## src/rtl/stream_rr_merge_pkg.sv

```systemverilog
// Shared constants and FSM encoding for the round-robin stream merge.
package stream_rr_merge_pkg;

    localparam int unsigned DEF_WIDTH = 32;
    localparam int unsigned DEF_N_CH  = 4;
    localparam int unsigned DEF_CW    = 2;

    typedef enum logic [1:0] {
        ST_ARB    = 2'd0,
        ST_ACCEPT = 2'd1,
        ST_SEND   = 2'd2
    } state_t;

endpackage

```

## src/rtl/stream_rr_merge_if.sv

```systemverilog
// Bundle of the N-way input streams, merged output stream and exception flags.
interface stream_rr_merge_if
    import stream_rr_merge_pkg::*;
#(
    parameter int unsigned WIDTH = DEF_WIDTH,
    parameter int unsigned N_CH  = DEF_N_CH,
    parameter int unsigned CW    = DEF_CW
);
    logic [N_CH*WIDTH-1:0] in_data;
    logic [N_CH-1:0]       in_stb;
    logic [N_CH-1:0]       in_ack;
    logic [WIDTH-1:0]      out_data;
    logic [CW-1:0]         out_chan;
    logic                  out_stb;
    logic                  out_ack;
    logic [N_CH-1:0]       exception_in;
    logic                  exception;
    logic [CW-1:0]         exception_chan;

    modport master (
        output in_data, in_stb, out_ack, exception_in,
        input  in_ack, out_data, out_chan, out_stb, exception, exception_chan
    );

    modport slave (
        input  in_data, in_stb, out_ack, exception_in,
        output in_ack, out_data, out_chan, out_stb, exception, exception_chan
    );
endinterface

```

## src/rtl/stream_rr_merge_rr_pick.sv

```systemverilog
// Combinational round-robin picker: first request after i_last, or only i_last when locked.
module stream_rr_merge_rr_pick #(
    parameter int unsigned N_CH = 4,
    parameter int unsigned CW   = 2
) (
    input  logic [N_CH-1:0] i_req,
    input  logic [CW-1:0]   i_last,
    input  logic            i_lock,
    output logic [CW-1:0]   o_gnt,
    output logic            o_found
);
    localparam int unsigned SW = CW + 1;

    logic [N_CH-1:0] w_req;
    logic [N_CH-1:0] w_rot;
    logic [SW-1:0]   w_off;
    logic [SW-1:0]   w_idx;
    logic [SW-1:0]   w_sum;

    // Rotate so the channel after i_last sits at bit 0, priority-encode, then rotate back.
    always_comb begin
        w_req   = i_lock ? (i_req & (N_CH'(1) << i_last)) : i_req;
        w_off   = SW'(i_last) + SW'(1);
        w_rot   = N_CH'({w_req, w_req} >> w_off);
        w_idx   = '0;
        o_found = 1'b0;
        for (int i = N_CH - 1; i >= 0; i--) begin
            if (w_rot[i]) begin
                w_idx   = SW'(i);
                o_found = 1'b1;
            end
        end
        w_sum = w_idx + w_off;
        if (w_sum >= SW'(N_CH)) begin
            w_sum = w_sum - SW'(N_CH);
        end
        o_gnt = CW'(w_sum);
    end

endmodule

```

## src/rtl/stream_rr_merge.sv

```systemverilog
// N-way round-robin merge of stb/ack streams onto one registered sink, plus sticky exception capture.
module stream_rr_merge
    import stream_rr_merge_pkg::*;
#(
    parameter int unsigned WIDTH    = DEF_WIDTH,
    parameter int unsigned N_CH     = DEF_N_CH,
    parameter int unsigned CW       = DEF_CW,
    parameter int unsigned PKT_MODE = 0
) (
    input logic              clk,
    input logic              rst,
    stream_rr_merge_if.slave bus
);
    state_t            r_state, w_state_d;
    logic [CW-1:0]     r_grant, w_grant_d;
    logic [CW-1:0]     r_last, w_last_d;
    logic              r_lock, w_lock_d;
    logic [N_CH-1:0]   r_in_ack, w_in_ack_d;
    logic [WIDTH-1:0]  r_data, w_data_d;
    logic [CW-1:0]     r_chan, w_chan_d;
    logic              r_stb, w_stb_d;
    logic              r_exc, w_exc_d;
    logic [CW-1:0]     r_exc_chan, w_exc_chan_d;

    logic [CW-1:0]     w_pick;
    logic              w_found;
    logic [WIDTH-1:0]  w_sel_data;
    logic [CW-1:0]     w_exc_idx;

    stream_rr_merge_rr_pick #(.N_CH(N_CH), .CW(CW)) u_pick (
        .i_req   (bus.in_stb),
        .i_last  (r_last),
        .i_lock  (r_lock),
        .o_gnt   (w_pick),
        .o_found (w_found)
    );

    // Data mux for the granted channel and lowest-index exception source.
    always_comb begin
        w_sel_data = '0;
        w_exc_idx  = '0;
        for (int i = 0; i < N_CH; i++) begin
            if (CW'(i) == r_grant) begin
                w_sel_data = bus.in_data[i*WIDTH +: WIDTH];
            end
        end
        for (int i = N_CH - 1; i >= 0; i--) begin
            if (bus.exception_in[i]) begin
                w_exc_idx = CW'(i);
            end
        end
    end

    always_comb begin
        w_state_d    = r_state;
        w_grant_d    = r_grant;
        w_last_d     = r_last;
        w_lock_d     = r_lock;
        w_in_ack_d   = '0;
        w_data_d     = r_data;
        w_chan_d     = r_chan;
        w_stb_d      = r_stb;
        w_exc_d      = r_exc | (|bus.exception_in);
        w_exc_chan_d = (!r_exc && (|bus.exception_in)) ? w_exc_idx : r_exc_chan;

        case (r_state)
            ST_ARB: begin
                if (w_found) begin
                    w_grant_d  = w_pick;
                    w_in_ack_d = N_CH'(1) << w_pick;
                    w_state_d  = ST_ACCEPT;
                end
            end
            ST_ACCEPT: begin
                // A source that dropped stb while acked forfeits the slot without moving priority.
                if (bus.in_stb[r_grant]) begin
                    w_data_d  = w_sel_data;
                    w_chan_d  = r_grant;
                    w_last_d  = r_grant;
                    w_stb_d   = 1'b1;
                    w_state_d = ST_SEND;
                end else begin
                    w_state_d = ST_ARB;
                end
            end
            ST_SEND: begin
                if (bus.out_ack) begin
                    w_stb_d   = 1'b0;
                    w_lock_d  = (PKT_MODE != 0) ? ~r_data[WIDTH-1] : 1'b0;
                    w_state_d = ST_ARB;
                end
            end
            default: begin
                w_state_d = ST_ARB;
            end
        endcase
    end

    always_ff @(posedge clk) begin
        if (rst) begin
            r_state    <= ST_ARB;
            r_grant    <= '0;
            r_last     <= CW'(N_CH - 1);
            r_lock     <= 1'b0;
            r_in_ack   <= '0;
            r_data     <= '0;
            r_chan     <= '0;
            r_stb      <= 1'b0;
            r_exc      <= 1'b0;
            r_exc_chan <= '0;
        end else begin
            r_state    <= w_state_d;
            r_grant    <= w_grant_d;
            r_last     <= w_last_d;
            r_lock     <= w_lock_d;
            r_in_ack   <= w_in_ack_d;
            r_data     <= w_data_d;
            r_chan     <= w_chan_d;
            r_stb      <= w_stb_d;
            r_exc      <= w_exc_d;
            r_exc_chan <= w_exc_chan_d;
        end
    end

    assign bus.in_ack         = r_in_ack;
    assign bus.out_data       = r_data;
    assign bus.out_chan       = r_chan;
    assign bus.out_stb        = r_stb;
    assign bus.exception      = r_exc;
    assign bus.exception_chan = r_exc_chan;

endmodule
```

## src/flat_wrapper.sv

```systemverilog
// flat-port wrapper written by rule: the top's interface ports become plain ports
module stream_rr_merge_flat import stream_rr_merge_pkg::*;
#(
    parameter int unsigned WIDTH    = DEF_WIDTH,
    parameter int unsigned N_CH     = DEF_N_CH,
    parameter int unsigned CW       = DEF_CW,
    parameter int unsigned PKT_MODE = 0
)
  (clk, rst, bus_in_data, bus_in_stb, bus_out_ack, bus_exception_in, bus_in_ack, bus_out_data, bus_out_chan, bus_out_stb, bus_exception, bus_exception_chan);
  stream_rr_merge_if #(.WIDTH(WIDTH), .N_CH(N_CH), .CW(CW)) bus_i ();
  input logic clk;
  input logic rst;
  input wire logic [$bits(bus_i.in_data)-1:0] bus_in_data;
  input wire logic [$bits(bus_i.in_stb)-1:0] bus_in_stb;
  input wire logic [$bits(bus_i.out_ack)-1:0] bus_out_ack;
  input wire logic [$bits(bus_i.exception_in)-1:0] bus_exception_in;
  output wire logic [$bits(bus_i.in_ack)-1:0] bus_in_ack;
  output wire logic [$bits(bus_i.out_data)-1:0] bus_out_data;
  output wire logic [$bits(bus_i.out_chan)-1:0] bus_out_chan;
  output wire logic [$bits(bus_i.out_stb)-1:0] bus_out_stb;
  output wire logic [$bits(bus_i.exception)-1:0] bus_exception;
  output wire logic [$bits(bus_i.exception_chan)-1:0] bus_exception_chan;
  assign bus_i.in_data = bus_in_data;
  assign bus_i.in_stb = bus_in_stb;
  assign bus_i.out_ack = bus_out_ack;
  assign bus_i.exception_in = bus_exception_in;
  assign bus_in_ack = bus_i.in_ack;
  assign bus_out_data = bus_i.out_data;
  assign bus_out_chan = bus_i.out_chan;
  assign bus_out_stb = bus_i.out_stb;
  assign bus_exception = bus_i.exception;
  assign bus_exception_chan = bus_i.exception_chan;
  stream_rr_merge #(.WIDTH(WIDTH), .N_CH(N_CH), .CW(CW), .PKT_MODE(PKT_MODE)) u_core (.clk(clk), .rst(rst), .bus(bus_i));
endmodule
```

## config.mk

```make
export PLATFORM = sky130hd
export DESIGN_NAME = stream_rr_merge_flat
export DESIGN_NICKNAME = d
export VERILOG_FILES = /design/src/rtl/stream_rr_merge_pkg.sv /design/src/rtl/stream_rr_merge_if.sv /design/src/rtl/stream_rr_merge_rr_pick.sv /design/src/rtl/stream_rr_merge.sv /design/src/flat_wrapper.sv
export SDC_FILE = /design/constraint.sdc
export NUM_CORES = 1
export LEC_CHECK = 0
export CORE_UTILIZATION = 35
export CTS_CLUSTER_SIZE = 25
export DETAILED_ROUTE_END_ITERATION = 8
export PLACE_DENSITY = 0.78
export SYNTH_ARGS = -nofsm -noshare
export SYNTH_HDL_FRONTEND = slang
export SYNTH_SLANG_ARGS = --single-unit
```

## constraint.sdc

```tcl
create_clock -name clk -period 2.86 [get_ports clk]
set_input_delay 0.572 -clock clk [delete_from_list [all_inputs] [get_ports clk]]
set_output_delay 0.572 -clock clk [all_outputs]
set_load 0.01 [all_outputs]
```

# After elaboration in Yosys (flattened, before gate mapping)
# Cells that the tools add are included.
# totals
elab_cells,64
ff_bits,48
out_inout_bits,42
input_bits,139
# op_classes
muxes,26
bitwise,3
addsub,3
shifts,2
n_reduce_logical,11
n_lt_le_gt_ge,2
n_eq_ne,8
# ops
operator,count
$mux 32,4
$mux 2,9
$mux 3,3
$shr 8x3->4,1
$mux 1,7
$pmux 2 s3,1
$reduce_and 2->1,3
$eq 2x2->1 const A,2
$logic_not 2->1,2
$ne 2x2->1 const B,2
$reduce_or 4->1,1
$shl 1x2->4 const A,1
$add 2x1->3 const B,1
$add 3x3->3,1
$ge 3x3->1 const B,1
$lt 2x3->1 const B,1
$reduce_and 3->1,1
$reduce_or 3->1,1
$bmux 1 s2,1
$eq 1x2->1 const A,1
$eq 2x1->1 const B,1
$eq 2x2->1 const B,1
$ne 2x1->1 const B,1
$not 1->1,2
other kinds (6),6

# Longest topological paths before layout
# depth
depth_word,10
mapped_depth,10
ltp_nobuf,9

# By module
# Synthesis repeated with hierarchy kept, for this count alone.
# unflattened
hier_cells,242
hier_area_um2,2770.2
# modules_own_cells
module,area_each_um2,instances,cells_per_inst,seq_area_each_um2
stream_rr_merge,2532.4,1,208,960.9
stream_rr_merge_rr_pick,237.7,1,34,0.0

# Worst setup path after synthesis
# No wires, ideal clock.
# synth_path
kind,input -> register
from,in bus_in_stb[2]
to,reg u_core.r_grant[1]
arrival_ps,2069
setup_ps,122
required_time_ps,2738
path_buffers,1
setup_slack_ps,669
stages,9
path_cell_list,clkbuf_1 > nor2_1 > a221oi_1 > a21oi_1 > a211oi_1 > ha_1 > xor2_1 > nor3_1 > a221o_1
# synth_between
elab_chain_len,8
word_cells_on_any_way,14
classes_between,add/sub (2); order compare (1); shift (1); mux (9); reduce/logical (1)
# synth_lines
item,line,rtl
start: declaration,flat_wrapper.sv:14,input wire logic [$bits(bus_i.in_stb)-1:0] bus_in_stb;
$shr 8x3->4 (*),stream_rr_merge_rr_pick.sv:24,"w_rot = N_CH'({w_req, w_req} >> w_off);"
$mux 2,stream_rr_merge_rr_pick.sv:28,if (w_rot[i]) begin
$mux 3 (3 in series),stream_rr_merge_rr_pick.sv:28,
$add 3x3->3,stream_rr_merge_rr_pick.sv:33,w_sum = w_idx + w_off;
$ge 3x3->1 / $sub 2x1->2 (equally long branches),"stream_rr_merge_rr_pick.sv:34, stream_rr_merge_rr_pick.sv:35",
$mux 2,stream_rr_merge_rr_pick.sv:34,if (w_sum >= SW'(N_CH)) begin
end signal: assignment,stream_rr_merge.sv:113,r_grant <= w_grant_d;
end: declaration,stream_rr_merge.sv:15,"logic [CW-1:0] r_grant, w_grant_d;"
# Mark *: on every way between the ends. The rest lies on a longest branch, timed or not.
# A chain may end at the register's enable or synchronous reset.

# Final worst setup path
# layout_path
from,in bus_in_stb[0]
to,reg u_core.r_grant[1]
# Same word-level chain as after synthesis.

==> results.toml <==
[timing]
remaining_max_slew_budget_at_the_tightest_pin_pct = 46.46
max_slew.worst_pin.slew_ps = 802.3
fin_setup_tns_ps = 0
period_share_pct = 86.59
final-hold-violation-count = 0
setup_violations_final = 0
clock_skew_ps = 7.322
report.final.slew_viol_count = 0
max_clock_freq_mhz = 403.8
min_hold_slack_ps = 459.6
final.min_clock_period_ps = 2476
rsz0062_at_grt = "no"

[min_path]
holdCritStartpoint = "u_core.bus.out_data[8]"
min_to = "u_core.bus.out_data[8]"
hp-class = "reg -> reg"
cell_count_of_the_worst_hold_path = 2

[setup_path]
setup.worst_path.start_class = "input port"
timing.critical_path.required_ps = 3030
criticalPathCategory = "in -> reg"
path_delay_family = "buffers and inverters"
crit_chain = "clkdlybuf4s50_1, inv_1, nor3_1, a31oi_1, a21oi_1, a211oi_1, ha_1, xnor2_1, nor4_1, a221o_1"
critical_path.n_buffers_inverters = 2
critical_path.endpoint_type = "register"
timing.critical_path.arrival_ps = 2650
crit_fanout = 6
worstReg2RegEnd = "u_core.r_grant[1]"
crit_path_top_delay_cell = "clkdlybuf4s50_1"
timing.critical_path.slowest_cell_delay_ps = 570
reg2reg_slack_ps = 730
startpoint_of_the_lowest_slack_register_to_register_path = "u_core.r_last[0]"
worstRegToRegCells = 9

[flow_run]
max-cap-violations = 0

[floorplan]
die-height_um = 92.20
dieArea_um2 = 8501
floorplan.core_area_um2 = 7807
placement_rows = 32
io_pins = 181
chipWidth_um = 92.20
start_util_pct = 36.47

[global_routing]
groute.layer.met2.usage_pct = 36.38
grt_use_met1_pct = 22.28
globalRoute.busiestLayer = "met2"
vias_in_the_first_global_route = 2755
grt_first_pass_wirelength_um = 13050
grt_antenna_before_repair = 0
grt_remaining_overflow = 0
grt_max_degree = 38
track_usage_pct = 19.56
met3_usage_pct = 5.307

[layout]
num_antenna_cells = 0
final_net_count = 588
final.fill_count = 668
syn_to_final_growth_pct = 67.05
ratio_of_cells_with_drive_above_1_in_the_final_layout_pct = 24.33
multi_input_area_um2 = 1708
regArea_um2 = 963.4

[logic_synthesis]
synth.avg_cell_area_um2 = 10.24
netlist-cell-type-count = 32
proportion_of_register_bits_with_asynchronous_set_or_reset_after_synthesis_pct = 0
synth_cells = 278
synth.cell_area_um2 = 2848
predominant_post_synthesis_flop_cell = "dfxtp_1"
yosysTopAreaCellShare_pct = 33.74
synth_edf_count = 0
syn-num-nets = 418
yosysTopAreaCell = "dfxtp_1"
ys_seq_elements = 48
ys_warn_count = 0
yosys-top-cells-area = "dfxtp_1 (34%), mux4_2 (26%), a21oi_2 (8.3%)"
seq_area_frac_synth_pct = 33.74

[clocking]
cts_buffer_depth = 2
cts_made_buffers = 5
clk_transition_reported_paths_ps = 80
tritoncts = "yes"
cts_setup_buffers = 0
ctsRootBufferMaster = "clkbuf_8"
clk_latency_ps = 290
post_cts_resized = 0
holdBufCountCts = 0
cts-htree-levels = 2
cts.sinks = 48

[place]
port_buffers = 180
hpwlAfterDp_um = 6550
routability_congestion_estimate_from_global_placement = 0.8239

[power]
max-vdd-ir-drop_v = 0.0001853
power_density_nw_per_um2 = 430.3
static-leakage-power_nw = 1.602

[drt]
drt-pass1-iter-count = 4
detail_route.drc_violations = 0
mean_number_of_vias_per_cell = 4.967
totalWireLength_um = 8283
ant_nets = 0
post_drt_wl_per_cell_um = 15.06
initialDrtViolationCount = 79
vias = 2732

[status]
status = "finished, final reports clean"
[state kept, by name, indices dropped and copies added, names as in the netlist]
name and flops:
u_core.bus.out_chan 2, u_core.bus.exception 1, u_core.bus.out_data 32, u_core.r_last 2
u_core.bus.exception_chan 2, u_core.bus.out_stb 1, u_core.r_state 2, u_core.bus.in_ack 4
u_core.r_grant 2
[how the worst max path moves through the flow]
stage / startpoint / endpoint / cells after the start
global placement: bus_in_stb[0] / u_core.bus.out_data[27] / 7
CTS: bus_in_stb[0] / u_core.bus.out_data[27] / 7
floorplan: bus_in_stb[2] / u_core.r_grant[1] / 9
global route: bus_in_stb[2] / u_core.r_grant[1] / 9
finish: bus_in_stb[0] / u_core.r_grant[1] / 10
detailed placement: bus_in_stb[0] / u_core.bus.out_data[27] / 7
[worst min-delay path, stage by stage, from the launching register on]
cell and delay (ps):
dfxtp_1 320, nand2_2 60, a21oi_2 40
[Yosys cell counts (3+ instances only)]
| cell type | number |
|---|---|
| nand2_1 | 44 |
| a21oi_2 | 27 |
| buf_12 | 3 |
| dfxtp_1 | 48 |
| a21oi_1 | 16 |
| nor2_1 | 23 |
| xnor2_1 | 3 |
| nor4_1 | 4 |
| clkbuf_1 | 11 |
| buf_2 | 8 |
| nand2_2 | 28 |
| nor3_1 | 5 |
| inv_1 | 3 |
| mux4_2 | 33 |
[stage by stage]
step                total power [mW]  worst slack, ps  utilization, %  std cells  area, um^2
detailed placement             1.703            69.54           59.94        543        4679
finish                         2.047            383.6           60.93        550        4757
global route                   2.177            171.8           60.93        550        4757
global placement               1.689            176.3           59.94        543        4679
CTS                            2.079            369.9           60.93        550        4757
floorplan                      1.335            668.9               -        278        2848
[cell usage in the layout (no fill, tap or decap), types with 2 or more instances in the layout]
master | netlist | final
clkdlybuf4s50_1 | 0 | 179
dfxtp_1 | 48 | 46
nand2_1 | 44 | 44
mux4_2 | 33 | 33
nand2_2 | 28 | 28
a21oi_2 | 27 | 27
nor2_1 | 23 | 23
a21oi_1 | 16 | 16
buf_4 | 0 | 7
nor3_1 | 5 | 5
clkbuf_8 | 0 | 5
nor4_1 | 4 | 4
inv_1 | 3 | 3
or2_2 | 2 | 3
xnor2_1 | 3 | 3
o32ai_1 | 2 | 2
and3_1 | 2 | 2
dfxtp_2 | 0 | 2
[cell families after synthesis]
kind of cell,synth area share (%)
buffers and inverters,6.283
flip-flops,33.74
multiplexers,26.10
adder cells (fa/ha/maj),0.4393
XOR/XNOR,1.230
AND/OR/NAND/NOR,18.50
AO/OA/AOI/OAI,13.71
[layer usage]
metal	vias up	part of all wire (%)
li1	1331	-
met1	1271	37
met2	128	54
met3	2	8.3
met4	0	0.53
met5	-	0
[final cells by class]
class / count / area share (%)
sequential: 48 / 20.25
inverter: 3 / 0.2367
multi-input combinational: 202 / 35.90
tap: 102 / 2.683
clock inverter: 1 / 0.1052
clock buffer: 6 / 1.526
timing repair buffer: 188 / 39.30
[where the power goes]
part | internal (mW) | leakage [nW] | switching [mW]
clock | 0.166 | 0.0410 | 0.202
combinational | 0.529 | 1.17 | 0.360
sequential | 0.739 | 0.392 | 0.0506
(Power assumes the default switching activity.)
